--- src/rtl/countdown_timer_16bit.sv ---
// Programmable 16-bit interval timer: controller FSM (IDLE/RUN/PAUSE/DONE) plus count/prescaler datapath.
// Optional periodic mode: define COUNTDOWN_AUTO_RELOAD_EN to restart from the reload value after each done pulse.
module countdown_timer_16bit #(
  parameter int WIDTH    = 16,
  parameter int PRESCALE = 1
) (
  input  logic             clk,
  input  logic             reset,
  input  logic             start,
  input  logic             pause,
  input  logic [WIDTH-1:0] load_val,
  output logic [WIDTH-1:0] count,
  output logic             busy,
  output logic             done
);

  localparam int PW = (PRESCALE > 1) ? $clog2(PRESCALE) : 1;
  localparam logic [PW-1:0] PS_LAST = PW'(PRESCALE - 1);

  typedef enum logic [1:0] {IDLE, RUN, PAUSE, DONE} state_t;

  state_t          state, state_nx;
  logic [PW-1:0]   presc;
  logic            load_en;
  logic            run_en;
  logic            tick_wrap;
  logic            last_dec;
  logic            load_zero;
`ifdef COUNTDOWN_AUTO_RELOAD_EN
  logic [WIDTH-1:0] reload;
  logic             reload_en;
`endif

  // Datapath status seen by the controller.
  assign tick_wrap = (presc == PS_LAST);
  assign last_dec  = tick_wrap && (count == WIDTH'(1));
  assign load_zero = (load_val == '0);

  // ---------------- Controller ----------------
  always_ff @(posedge clk) begin
    // NOTE: sequential state uses non-blocking assignments so every register samples pre-edge values.
    if (!reset) state <= IDLE;
    else        state <= state_nx;
  end

  always_comb begin
    // NOTE: every output of this block gets a default first, so no path can infer a latch.
    state_nx  = state;
    load_en   = 1'b0;
    run_en    = 1'b0;
`ifdef COUNTDOWN_AUTO_RELOAD_EN
    reload_en = 1'b0;
`endif
    // start restarts from any state and outranks pause and the decrement.
    if (start) begin
      load_en  = 1'b1;
      state_nx = load_zero ? DONE : RUN;
    end else begin
      unique case (state)
        IDLE:  state_nx = IDLE;
        RUN: begin
          if (pause) begin
            state_nx = PAUSE;
          end else begin
            run_en = 1'b1;
            if (last_dec) state_nx = DONE;
          end
        end
        PAUSE: if (!pause) state_nx = RUN;
        DONE: begin
`ifdef COUNTDOWN_AUTO_RELOAD_EN
          // A zero reload value parks in IDLE instead of pulsing done forever.
          if (reload != '0) begin
            reload_en = 1'b1;
            state_nx  = RUN;
          end else begin
            state_nx  = IDLE;
          end
`else
          state_nx = IDLE;
`endif
        end
        default: state_nx = IDLE;
      endcase
    end
  end

  assign busy = (state == RUN) || (state == PAUSE);
  assign done = (state == DONE);

  // ---------------- Datapath ----------------
  always_ff @(posedge clk) begin
    if (!reset) begin
      count  <= '0;
      presc  <= '0;
`ifdef COUNTDOWN_AUTO_RELOAD_EN
      reload <= '0;
`endif
    end else if (load_en) begin
      count  <= load_val;
      presc  <= '0;
`ifdef COUNTDOWN_AUTO_RELOAD_EN
      reload <= load_val;
    end else if (reload_en) begin
      count  <= reload;
      presc  <= '0;
`endif
    end else if (run_en) begin
      if (tick_wrap) begin
        presc <= '0;
        if (count != '0) count <= count - WIDTH'(1);
      end else begin
        presc <= presc + PW'(1);
      end
    end
  end

endmodule
--- config.mk ---
export PLATFORM = sky130hd
export DESIGN_NAME = countdown_timer_16bit
export DESIGN_NICKNAME = d
export VERILOG_FILES = /design/src/rtl/countdown_timer_16bit.sv
export SDC_FILE = /design/constraint.sdc
export NUM_CORES = 1
export LEC_CHECK = 0
export BUFFER_PORTS_ARGS = -buffer_cell sky130_fd_sc_hd__buf_4
export CORE_UTILIZATION = 25
export DETAILED_ROUTE_END_ITERATION = 8
export SLEW_MARGIN = 20
export SYNTH_ARGS = -nofsm -noshare
export SYNTH_HDL_FRONTEND = slang
export SYNTH_SLANG_ARGS = --single-unit
export TNS_END_PERCENT = 50
--- constraint.sdc ---
create_clock -name clk -period 3.9 [get_ports clk]
set_input_delay 0 -clock clk [delete_from_list [all_inputs] [get_ports clk]]
set_output_delay 0 -clock clk [all_outputs]
set_load 0.005 [all_outputs]
Word-level counts from Yosys, hierarchy flattened:

Index checks and enable logic that the tools add are counted.

* register bits: 19
* word-level logic and storage cells: 40

* add/sub/neg operators: 2
* equal/unequal tests: 7
* mux-type cells: 15
* bitwise operators: 2
* reduce and logical (&&, ||, !) cells: 11

Operators with widths (count)
* 16-bit 2-to-1 mux: 4
* 16-bit by 1-bit == test with 1-bit output (second input constant): 1
* 16-bit logical NOT: 1
* 16-bit nonzero test: 1
* 16-bit by 1-bit subtractor with 16-bit output (second input constant): 1
* 2-bit 2-to-1 mux: 5
* 2-bit case mux with 3 select lines: 1
* 1-bit 2-to-1 mux: 5
* 2-bit == test (second input constant): 2
* 4-bit != test (second input constant): 1
* 2-bit nonzero test: 2
* 2-bit OR reduction: 2
* 3-bit != test (second input constant): 1
* 3-bit AND reduction: 1
* 2-bit by 1-bit == test with 1-bit output (second input constant): 1
* 2-bit logical NOT: 1
* 2-bit by 1-bit != test with 1-bit output (second input constant): 1
* 1-bit inverter: 2
* 2-bit AND reduction: 1
* 1-bit adder (second input constant): 1
* 1-bit logical AND: 1
* 1-bit logical OR: 1

Depth between registers and ports, before layout:

Gate-level depths: netlist (run 1).

* depth after elaboration: 6
* gate-level depth with buffers: 7
* mapped depth without buffers: 6

Least setup slack after synthesis (run 1):

Ideal clock, no wire load.

* path kind: register to register
* from: register count[8]
* to: register count[15]
* setup time: 74 ps
* data arrival time: 2200 ps
* data required time: 3826 ps
* slack: 1626 ps
* cell stages (with the launch flop): 7
* buffers on the path: 2
* cell sequence: dfxtp_1 or4_1 buf_2 or4_1 buf_2 or4b_1 a31oi_1

* longest elaborated chain between the ends: 5
* elaborated cells on any way between the ends: 8
* those cells by class: 1 x add/sub; 4 x mux; 3 x reduce/logical

RTL lines
* from (decl): RTL line 12 `output logic [WIDTH-1:0] count,`
* from (signal assigned): RTL line 100 `count <= load_val;`
* from (signal assigned): RTL line 111 `if (count != '0) count <= count - WIDTH'(1);`
* 16-bit by 1-bit subtractor with 16-bit output: RTL line 111
* 16-bit 2-to-1 mux: RTL line 111
* 16-bit 2-to-1 mux: RTL line 109 `if (tick_wrap) begin`
* 16-bit 2-to-1 mux: RTL line 108 `end else if (run_en) begin`
* 16-bit 2-to-1 mux: RTL line 99 `end else if (load_en) begin`

Parallel ways exist; a longest one is shown, timed or not. The select of a mux whose other input is x is not followed.
A chain may end at the register's enable or synchronous reset.

Worst setup path after layout (run 1):

Same ends and word-level chain as after synthesis.

==> summary.txt, run 1 <==
Floorplanning
  – IO Count: 38
  – Initial standard-cell utilization of the core: roughly a quarter
  – Core area: around 4700 um2
  – Area of the die: a little over 5000 um2
  – # rows: 25
  – Die width: slightly above 70 um
  – Height of the die: a little over 70 um

Min path
  – Worst Hold Launch: load_val[1]
  – Hold Crit Depth: 3
  – WHS Endpoint: count[1]
  – Hold/Removal Path Class: in -> reg

Clock network
  – CTS Buffer Depth: 2
  – TritonCTS clock tree: yes
  – Clk sink count: 18
  – Clock-pin slew on the worst setup and hold paths: around 0.07 ns
  – # hold bufs at CTS: 1
  – Num CTS Buffers: 3
  – Clock latency on the worst-skew pair: about 0.26 ns
  – Buffer count from post-CTS setup fixing: 0
  – CTS root buffer: clkbuf_8
  – Post-cts resize count: 0
  – H-tree Lvls: 1

Worst setup path
  – Worst-path maximum fanout: 9
  – Worst EP required: ~4.1 ns
  – Crit path launch type: flip-flop
  – CP Data Arrival Time: 2.63 ns
  – Worst R2R Start: count[8]
  – R2R Setup Slk: between 1 and 1.5 ns
  – Worst R2R End: count[15]
  – CP startpoint: count[8]
  – Worst setup path class: reg -> reg
  – Crit end category: flip-flop
  – Reg2Reg Depth: 4

Timing
  – Setup TNS Final: 0 ns
  – Max Slew Vio Count: 0
  – Peak Freq: roughly 0.41 GHz
  – RSZ-0062 raised after global routing: no
  – Worst slew pin tran: between 0.7 and 0.8 ns
  – Final Hold Fails: 0
  – Clk_skew: 0.00144 ns
  – Max_slew headroom: about 52%
  – Final cycle utilization of the critical path: 62.4%
  – Endpoints failing setup: 0
  – Period minus WS final: around 2.4 ns

Final layout
  – Fill cells: slightly above 500
  – Ant diodes: 0
  – Non-filler cells, final: around 250
  – Most frequent cells in the layout: buf_4, dfxtp_1, o21ai_0, or4_1, a31oi_1
  – Share of cells above drive strength 1: about a quarter
  – P&R area growth vs syn: 32.2%
  – Most common cell after layout, fill and taps aside: buf_4
  – Final layout net count: 212

Placed design
  – Placed cells: roughly 250
  – # port buffers: 37
  – Dpl hpwl: 2710 um
  – GPL Wtd Cong: slightly below 0.8

Yosys
  – Mapped cell area: 1220 um2
  – Library cells used by synthesis: 33
  – Synth Flop Type: dfxtp_1
  – Seq cells post-synth: 18
  – Post-synth EDFFs: 0
  – Register area share after synthesis: 29.4%
  – Synth Net Count: roughly 180
  – Mean Syn Cell Area: about 8.1 um2
  – Syn Inst Count: 151
  – Yosys Warn Count: 0
  – Ys async rst share: 0%

Global routing
  – First-pass GRT wire length: 5960 um
  – Total global-route track usage: 14.5%
  – Vias in the first global route: ~1,200
  – Congestion Overflow GR: 0
  – Antenna violations before repair: 0
  – Largest net degree at the start of global routing: 24

Routing
  – DRC: 0
  – Vias: around 1,300
  – Routed WL per cell: approximately 14 um
  – DRT iter0 DRCs: between 40 and 50
  – Pre-antenna DRT Iters: 4
  – Final WL: 3600 um
  – Routed Antenna Nets: 0
  – Vias per Instance: 5.34

Outcome
  – Outcome: finished clean

Flow run
  – Max Cap Violations: 0

Power and ir drop
  – Power Density: roughly 310 nW/um2
  – Static Leak: just over 0.6 nW
  – Worst vdd ir: ~0.22 mV
==> worst max-delay path by stage <==
| stage | end | slack [ns] | cells after the start |
|---|---|---|---|
| CTS | count[15] | 1.46 | 4 |
| global route | count[15] | 1.33 | 4 |
| detailed placement | count[15] | 1.48 | 4 |
| floorplan | count[15] | 1.63 | 6 |
| finish | count[15] | 1.47 | 4 |
| global placement | count[15] | 1.55 | 4 |
==> stage by stage <==
step	setup slack, ns	hold slack [ns]	util (%)	power (W)	instance area [um2]
floorplan	1.63	0.146	-	0.000291	1220
global placement	1.55	0.258	32.9	0.000349	1550
detailed placement	1.48	0.263	32.9	0.000350	1550
CTS	1.46	0.0116	34.3	0.000514	1620
global route	1.33	0.0402	34.3	0.000539	1620
finish	1.47	0.0160	34.3	0.000507	1620
==> worst max-delay path, cell delays in order, from the launching register on <==
cell and delay (ns):
dfxtp_1 0.36, or4_1 0.69, or4_1 0.64, or4b_1 0.50, a31oi_1 0.16
==> flip-flops by register name, indices dropped and copies added, names as in the netlist <==
name,flops
state,2
count,16
==> final cells by class <==
class,instances,area (um2),area share [%]
timing repair buffer,38,288,17.8
multi-input combinational,118,805,49.7
inverter,7,26.3,1.62
sequential,18,360,22.3
tap,67,83.8,5.18
clock buffer,4,55.1,3.40
==> layer usage <==
layer	global-route usage [%]	part of all wire, %	wire length [um]
met2	23.9	47	1680
met4	2.61	0.50	18
met5	0	0	0
met1	19.4	49	1770
met3	3.47	3.6	129
==> cell families after synthesis <==
logic type	synth area share [%]
and+or+nand+nor	30.3
buffers and inverters	4.81
DFF	29.4
AOI/OAI and AO/OA	29.3
adders and majority gates	6.13
==> cells in the mapped netlist, drive strengths merged (6+ instances only) <==
cell	count	area share (%)
ha	6	6.1
or4	13	8.0
o31ai	6	3.7
dfxtp	18	29
a31oi	10	5.1
clkbuf	6	1.8
o21ai	16	6.5
or3	8	4.1
inv	7	2.1
==> power breakdown <==
part	internal, W	switching [W]
Combinational	0.0000650	0.0000630
Clock	0.0000899	0.0000705
Sequential	0.000198	0.0000202
(Power assumes the default switching activity.)
==> inputs of run 2 (changes only) <==
- clock period: 3.9 -> 2.4 ns (I/O delays scaled with it)
==> run 2 against run 1 <==
Effect of this change: sequential power up 61%; first-iteration DRC count up 64%; critical endpoint unchanged; cell area up 2.9%; via count up 2.3%; wire length up 0.75%; total power up 66%; sequential share of layout area down 0.64 points.
==> summary.txt, run 2 (synthesis results as in run 1) <==
Outcome
  – Outcome: finished clean (unchanged)

Floorplanning
  – Area of the die: 5180 um2 (unchanged)
  – Initial standard-cell utilization of the core: 25.9% (unchanged)
  – Die width: 72.0 um (unchanged)
  – Core area: 4720 um2 (unchanged)
  – # rows: 25 (unchanged)
  – Height of the die: 72.0 um (unchanged)
  – IO Count: 38 (unchanged)

Worst setup path
  – Slowest stage delay, CP: 0.62 ns (was 0.69 ns)
  – Slowest CP cell: or4_1 (unchanged)
  – Crit path launch type: flip-flop (unchanged)
  – Worst R2R Start: count[9] (was count[8])
  – Reg2Reg Depth: 4 (unchanged)
  – Worst R2R End: count[15] (unchanged)
  – CP Data Arrival Time: 2.44 ns (was 2.63 ns)
  – Cell breakdown of the critical path: or4_1, or4_1, or4b_1, a31oi_1 (unchanged)
  – CP startpoint: count[9] (was count[8])
  – Worst EP required: 2.60 ns (was 4.09 ns)
  – Crit end category: flip-flop (unchanged)
  – Worst-path maximum fanout: 7 (was 9)
  – Worst setup path class: reg -> reg (unchanged)
  – CP most frequent cell: or4_1 (unchanged)
  – R2R Setup Slk: 0.16 ns (was 1.47 ns)

Global routing
  – Vias in the first global route: 1,263 (was 1,242)
  – First-pass GRT wire length: 5870 um (was 5960 um)
  – Largest net degree at the start of global routing: 24 (unchanged)
  – Congestion Overflow GR: 0 (unchanged)
  – Antenna violations before repair: 0 (unchanged)
  – Total global-route track usage: 14.8% (was 14.5%)

Min path
  – Worst Hold Launch: load_val[3] (was load_val[1])
  – Hold/Removal Path Class: in -> reg (unchanged)
  – Hold Crit Depth: 3 (unchanged)
  – WHS Endpoint: count[3] (was count[1])

Final layout
  – Fill cells: 512 (was 515)
  – Share of cells above drive strength 1: 28.3% (was 26.5%)
  – Most frequent cells in the layout: buf_4, dfxtp_1, o21ai_0, or4_1, a31oi_1 (unchanged)
  – Number of flip-flops in the largest register: 16 (unchanged)
  – Most common cell after layout, fill and taps aside: buf_4 (unchanged)
  – Final core occ: 35.3% (was 34.3%)
  – Sequential cell area: 360 um2 (unchanged)
  – Ant diodes: 0 (unchanged)
  – Final layout net count: 218 (was 212)
  – Most flop-heavy register: count (unchanged)
  – Top flop regs: count (16), state (2) (unchanged)
  – P&R area growth vs syn: 36.1% (was 32.2%)
  – Multi-input gate area: 805 um2 (unchanged)

Timing
  – Max_slew headroom: 55.0% (was 52.3%)
  – Max Slew Vio Count: 0 (unchanged)
  – Clk_skew: 0.00274 ns (was 0.00144 ns)
  – Period minus WS final: 2.24 ns (was 2.43 ns)
  – RSZ-0062 raised after global routing: no (unchanged)
  – Peak Freq: 0.446 GHz (was 0.411 GHz)
  – Setup TNS Final: 0 ns (unchanged)
  – Worst slew pin tran: 0.674 ns (was 0.709 ns)
  – Endpoints failing setup: 0 (unchanged)
  – Final cycle utilization of the critical path: 93.4% (was 62.4%)
  – Final Hold Fails: 0 (unchanged)

Routing
  – Vias per Instance: 5.33 (was 5.34)
  – Routed WL per cell: 14.1 um (was 14.3 um)
  – Pre-antenna DRT Iters: 4 (unchanged)
  – Routed Antenna Nets: 0 (unchanged)
  – DRT iter0 DRCs: 77 (was 47)
  – Vias: 1,376 (was 1,345)
  – Final WL: 3630 um (was 3600 um)
  – DRC: 0 (unchanged)

Power and ir drop
  – Power Density: 506 nW/um2 (was 313 nW/um2)
  – Static Leak: 0.647 nW (was 0.619 nW)
  – Worst vdd ir: 0.321 mV (was 0.225 mV)

Clock network
  – H-tree Lvls: 1 (unchanged)
  – CTS root buffer: clkbuf_8 (unchanged)
  – Clk sink count: 18 (unchanged)
  – Buffer count from post-CTS setup fixing: 0 (unchanged)
  – Num CTS Buffers: 3 (unchanged)
  – Post-cts resize count: 0 (unchanged)
  – Clock-pin slew on the worst setup and hold paths: 0.08 ns (was 0.07 ns)
  – CTS Buffer Depth: 2 (unchanged)
  – TritonCTS clock tree: yes (unchanged)
  – Clock latency on the worst-skew pair: 0.27 ns (was 0.26 ns)
  – # hold bufs at CTS: 2 (was 1)

Placed design
  – # port buffers: 37 (unchanged)
  – Dpl hpwl: 2770 um (was 2710 um)
  – GPL Wtd Cong: 0.768 (was 0.776)

Flow run
  – Max Cap Violations: 0 (unchanged)
run 2: changes by cell type in the layout (fill, tap and decap cells not counted), sizes merged:
cell	before	now
buf	37	42
dlygate4sd3	1	2
run 2: cell type report:
type,count,share of cell area [%]
Sequential cell,18,21.6
Timing Repair Buffer,44,20.1
Clock buffer,4,3.31
Tap cell,67,5.03
Multi-Input combinational cell,118,48.3
Inverter,7,1.58
run 2: power by group:
group	switching, W	internal (W)
sequential	0.0000309	0.000322
combinational	0.000106	0.000113
clock	0.000125	0.000147
run 2: worst max-delay path, delay by kind of cell, from the launching register on:
family | cells | cell delay [ns]
and+or+nand+nor | 3 | 1.68
AOI/OAI and AO/OA | 1 | 0.16
DFF | 1 | 0.35
run 2: routing by layer:
metal	up-vias	wire, um	track usage [%]
li1	685	-	-
met1	650	1720	18.7
met2	35	1660	23.4
met3	6	163	4.17
met4	0	84	6.75
met5	-	0	0
run 2: through the flow:
step / total power [W] / area, um2 / setup slack, ns / hold WS (ns) / cells
global placement: 0.000576 / 1590 / 0.226 / 0.254 / 252
CTS: 0.000844 / 1670 / 0.170 / 0.00753 / 258
global route: 0.000888 / 1670 / 0.0340 / 0.0321 / 258
floorplan: 0.000473 / 1220 / 0.126 / 0.146 / 151
finish: 0.000843 / 1670 / 0.159 / 0.00955 / 258
detailed placement: 0.000576 / 1590 / 0.193 / 0.256 / 252
run 2: worst max-delay path by stage:
stage,endpoint,slack (ns),depth (start not counted)
after global placement,count[15],0.23,4
after floorplan,count[15],0.13,6
after CTS,count[15],0.17,4
after global routing,count[15],0.03,4
after detailed placement,count[15],0.19,4
final,count[15],0.16,4
==> inputs of run 3 (changes only) <==
- clock period: 2.4 -> 2.5 ns (I/O delays scaled with it)
==> run 3 against run 2 <==
Effect of this change: wire length shrank 0.88%; clock skew increased by 0.0038 ns; via count decreased by 3.9%; die area did not move; utilization down 0.53 points; critical endpoint unchanged; largest cell class unchanged.
==> summary.txt, run 3 (synthesis results as in run 1) <==
Placed design
  – # port buffers: 37 (unchanged)
  – Dpl hpwl: 2790 um (was 2770 um)
  – GPL Wtd Cong: 0.826 (was 0.768)
  – Dpl ws: 0.221 ns (was 0.193 ns)

Floorplanning
  – Initial standard-cell utilization of the core: 25.9% (unchanged)
  – Die width: 72.0 um (unchanged)
  – Height of the die: 72.0 um (unchanged)
  – # rows: 25 (unchanged)
  – IO Count: 38 (unchanged)
  – Area of the die: 5180 um2 (unchanged)
  – Core area: 4720 um2 (unchanged)

Worst setup path
  – Delay-heaviest family, CP: simple AND/OR/NAND/NOR gates (unchanged)
  – Crit end category: flip-flop (unchanged)
  – Slowest stage delay, CP: 0.61 ns (was 0.62 ns)
  – Worst-path maximum fanout: 8 (was 7)
  – Cell breakdown of the critical path: or4_1, or4_1, or4b_1, a31oi_1 (unchanged)
  – CP most frequent cell: or4_1 (unchanged)
  – Worst setup path class: reg -> reg (unchanged)
  – Worst EP required: 2.69 ns (was 2.60 ns)
  – CP Data Arrival Time: 2.49 ns (was 2.44 ns)
  – Crit path launch type: flip-flop (unchanged)
  – Slowest CP cell: or4_1 (unchanged)
  – WP buf/inv: 0 (unchanged)

Global routing
  – Congestion Overflow GR: 0 (unchanged)
  – Largest net degree at the start of global routing: 24 (unchanged)
  – Total global-route track usage: 14.3% (was 14.8%)
  – First-pass GRT wire length: 5830 um (was 5870 um)
  – Vias in the first global route: 1,253 (was 1,263)
  – Antenna violations before repair: 0 (unchanged)

Clock network
  – Clk sink count: 18 (unchanged)
  – CTS Buffer Depth: 2 (unchanged)
  – CTS root buffer: clkbuf_8 (unchanged)
  – TritonCTS clock tree: yes (unchanged)
  – Clock-pin slew on the worst setup and hold paths: 0.08 ns (about the same)
  – Buffer count from post-CTS setup fixing: 0 (unchanged)
  – Num CTS Buffers: 3 (unchanged)
  – H-tree Lvls: 1 (unchanged)
  – Clock latency on the worst-skew pair: 0.26 ns (was 0.27 ns)

Timing
  – RSZ-0062 raised after global routing: no (unchanged)
  – Final Hold Fails: 0 (unchanged)
  – Max Slew Vio Count: 0 (unchanged)
  – Setup TNS Final: 0 ns (unchanged)
  – Final Worst Setup Slack: 0.208 ns (was 0.159 ns)
  – Period minus WS final: 2.29 ns (was 2.24 ns)
  – Worst slew pin tran: 0.615 ns (was 0.674 ns)
  – Final cycle utilization of the critical path: 91.7% (was 93.4%)
  – Max_slew headroom: 58.9% (was 55.0%)
  – Clk_skew: 0.00656 ns (was 0.00274 ns)
  – Endpoints failing setup: 0 (unchanged)
  – Peak Freq: 0.436 GHz (was 0.446 GHz)

Final layout
  – P&R area growth vs syn: 34.0% (was 36.1%)
  – Final layout net count: 215 (was 218)
  – Most common cell after layout, fill and taps aside: buf_4 (unchanged)
  – Most frequent cells in the layout: buf_4, dfxtp_1, o21ai_0, or4_1, a31oi_1 (unchanged)
  – Final core occ: 34.7% (was 35.3%)
  – Fill cells: 491 (was 512)
  – Top flop regs: count (16), state (2) (unchanged)
  – Most flop-heavy register: count (unchanged)
  – Share of cells above drive strength 1: 27.7% (was 28.3%)
  – Number of flip-flops in the largest register: 16 (unchanged)
  – Ant diodes: 0 (unchanged)

Routing
  – Pre-antenna DRT Iters: 4 (unchanged)
  – Vias: 1,322 (was 1,376)
  – Routed Antenna Nets: 0 (unchanged)
  – Routed WL per cell: 14.1 um (about the same)
  – Vias per Instance: 5.18 (was 5.33)
  – Final WL: 3600 um (was 3630 um)
  – DRT iter0 DRCs: 69 (was 77)
  – DRC: 0 (unchanged)

Min path
  – Hold/Removal Path Class: in -> reg (unchanged)

Power and ir drop
  – Worst vdd ir: 0.160 mV (was 0.321 mV)
  – Static Leak: 0.633 nW (was 0.647 nW)
  – Total power draw: 0.000791 W (was 0.000843 W)
  – Power Density: 482 nW/um2 (was 506 nW/um2)

Flow run
  – Max Cap Violations: 0 (unchanged)

Outcome
  – Outcome: finished clean (unchanged)
## run 3: cell count changes in the layout (fill, tap and decap cells not counted)
cell           before  now
buf_4              42   40
dlygate4sd3_1       2    1
## run 3: layer usage
layer / share of wire (%) / track usage, % / vias up
met2: 47 / 24.1 / 25
met4: 1.5 / 5.45 / 0
met1: 48 / 18.0 / 612
li1: - / - / 679
met3: 3.6 / 2.92 / 6
met5: 0 / 0 / -
## run 3: what timing repair did
action | in CTS | in global routing
gates resized for setup | 0 | 0
hold buffers | 1 | 0
endpoints found under the hold margin | 1 | 0
## run 3: cell type report
type	count	area [um2]	share of cell area, %
flip-flops and latches	18	360	22.0
repair buffers	41	310	18.9
inverters	7	26.3	1.60
multi-input cells	118	805	49.0
well taps	67	83.8	5.11
clock buffers	4	55.1	3.36
## run 3: path summary, 6_finish.rpt
check,start,to,slack [ns],depth (start not counted)
worst max register to register,count[8],count[15],0.21,4
worst min-delay path,load_val[1],count[1],0.008,3
worst min register to register,count[11],count[11],0.52,2
worst max-delay path,count[8],count[15],0.21,4
## run 3: worst register-to-register path: stages, from the launching register on
cell     delay, ns
dfxtp_1       0.37
or4_1         0.56
or4_1         0.61
or4b_1        0.52
a31oi_1       0.16
## run 3: power by group
group | internal (W) | switching, W
clock network | 0.000140 | 0.000105
logic | 0.000106 | 0.0000992
registers | 0.000309 | 0.0000318
## run 3: metrics by stage
step                      hold WS [ns]  area [um2]  cells
after floorplan                  0.146        1220    151
after global placement           0.255        1580    250
after detailed placement         0.257        1580    250
after CTS                       0.0138        1640    255
after global routing            0.0394        1640    255
final                          0.00752        1640    255
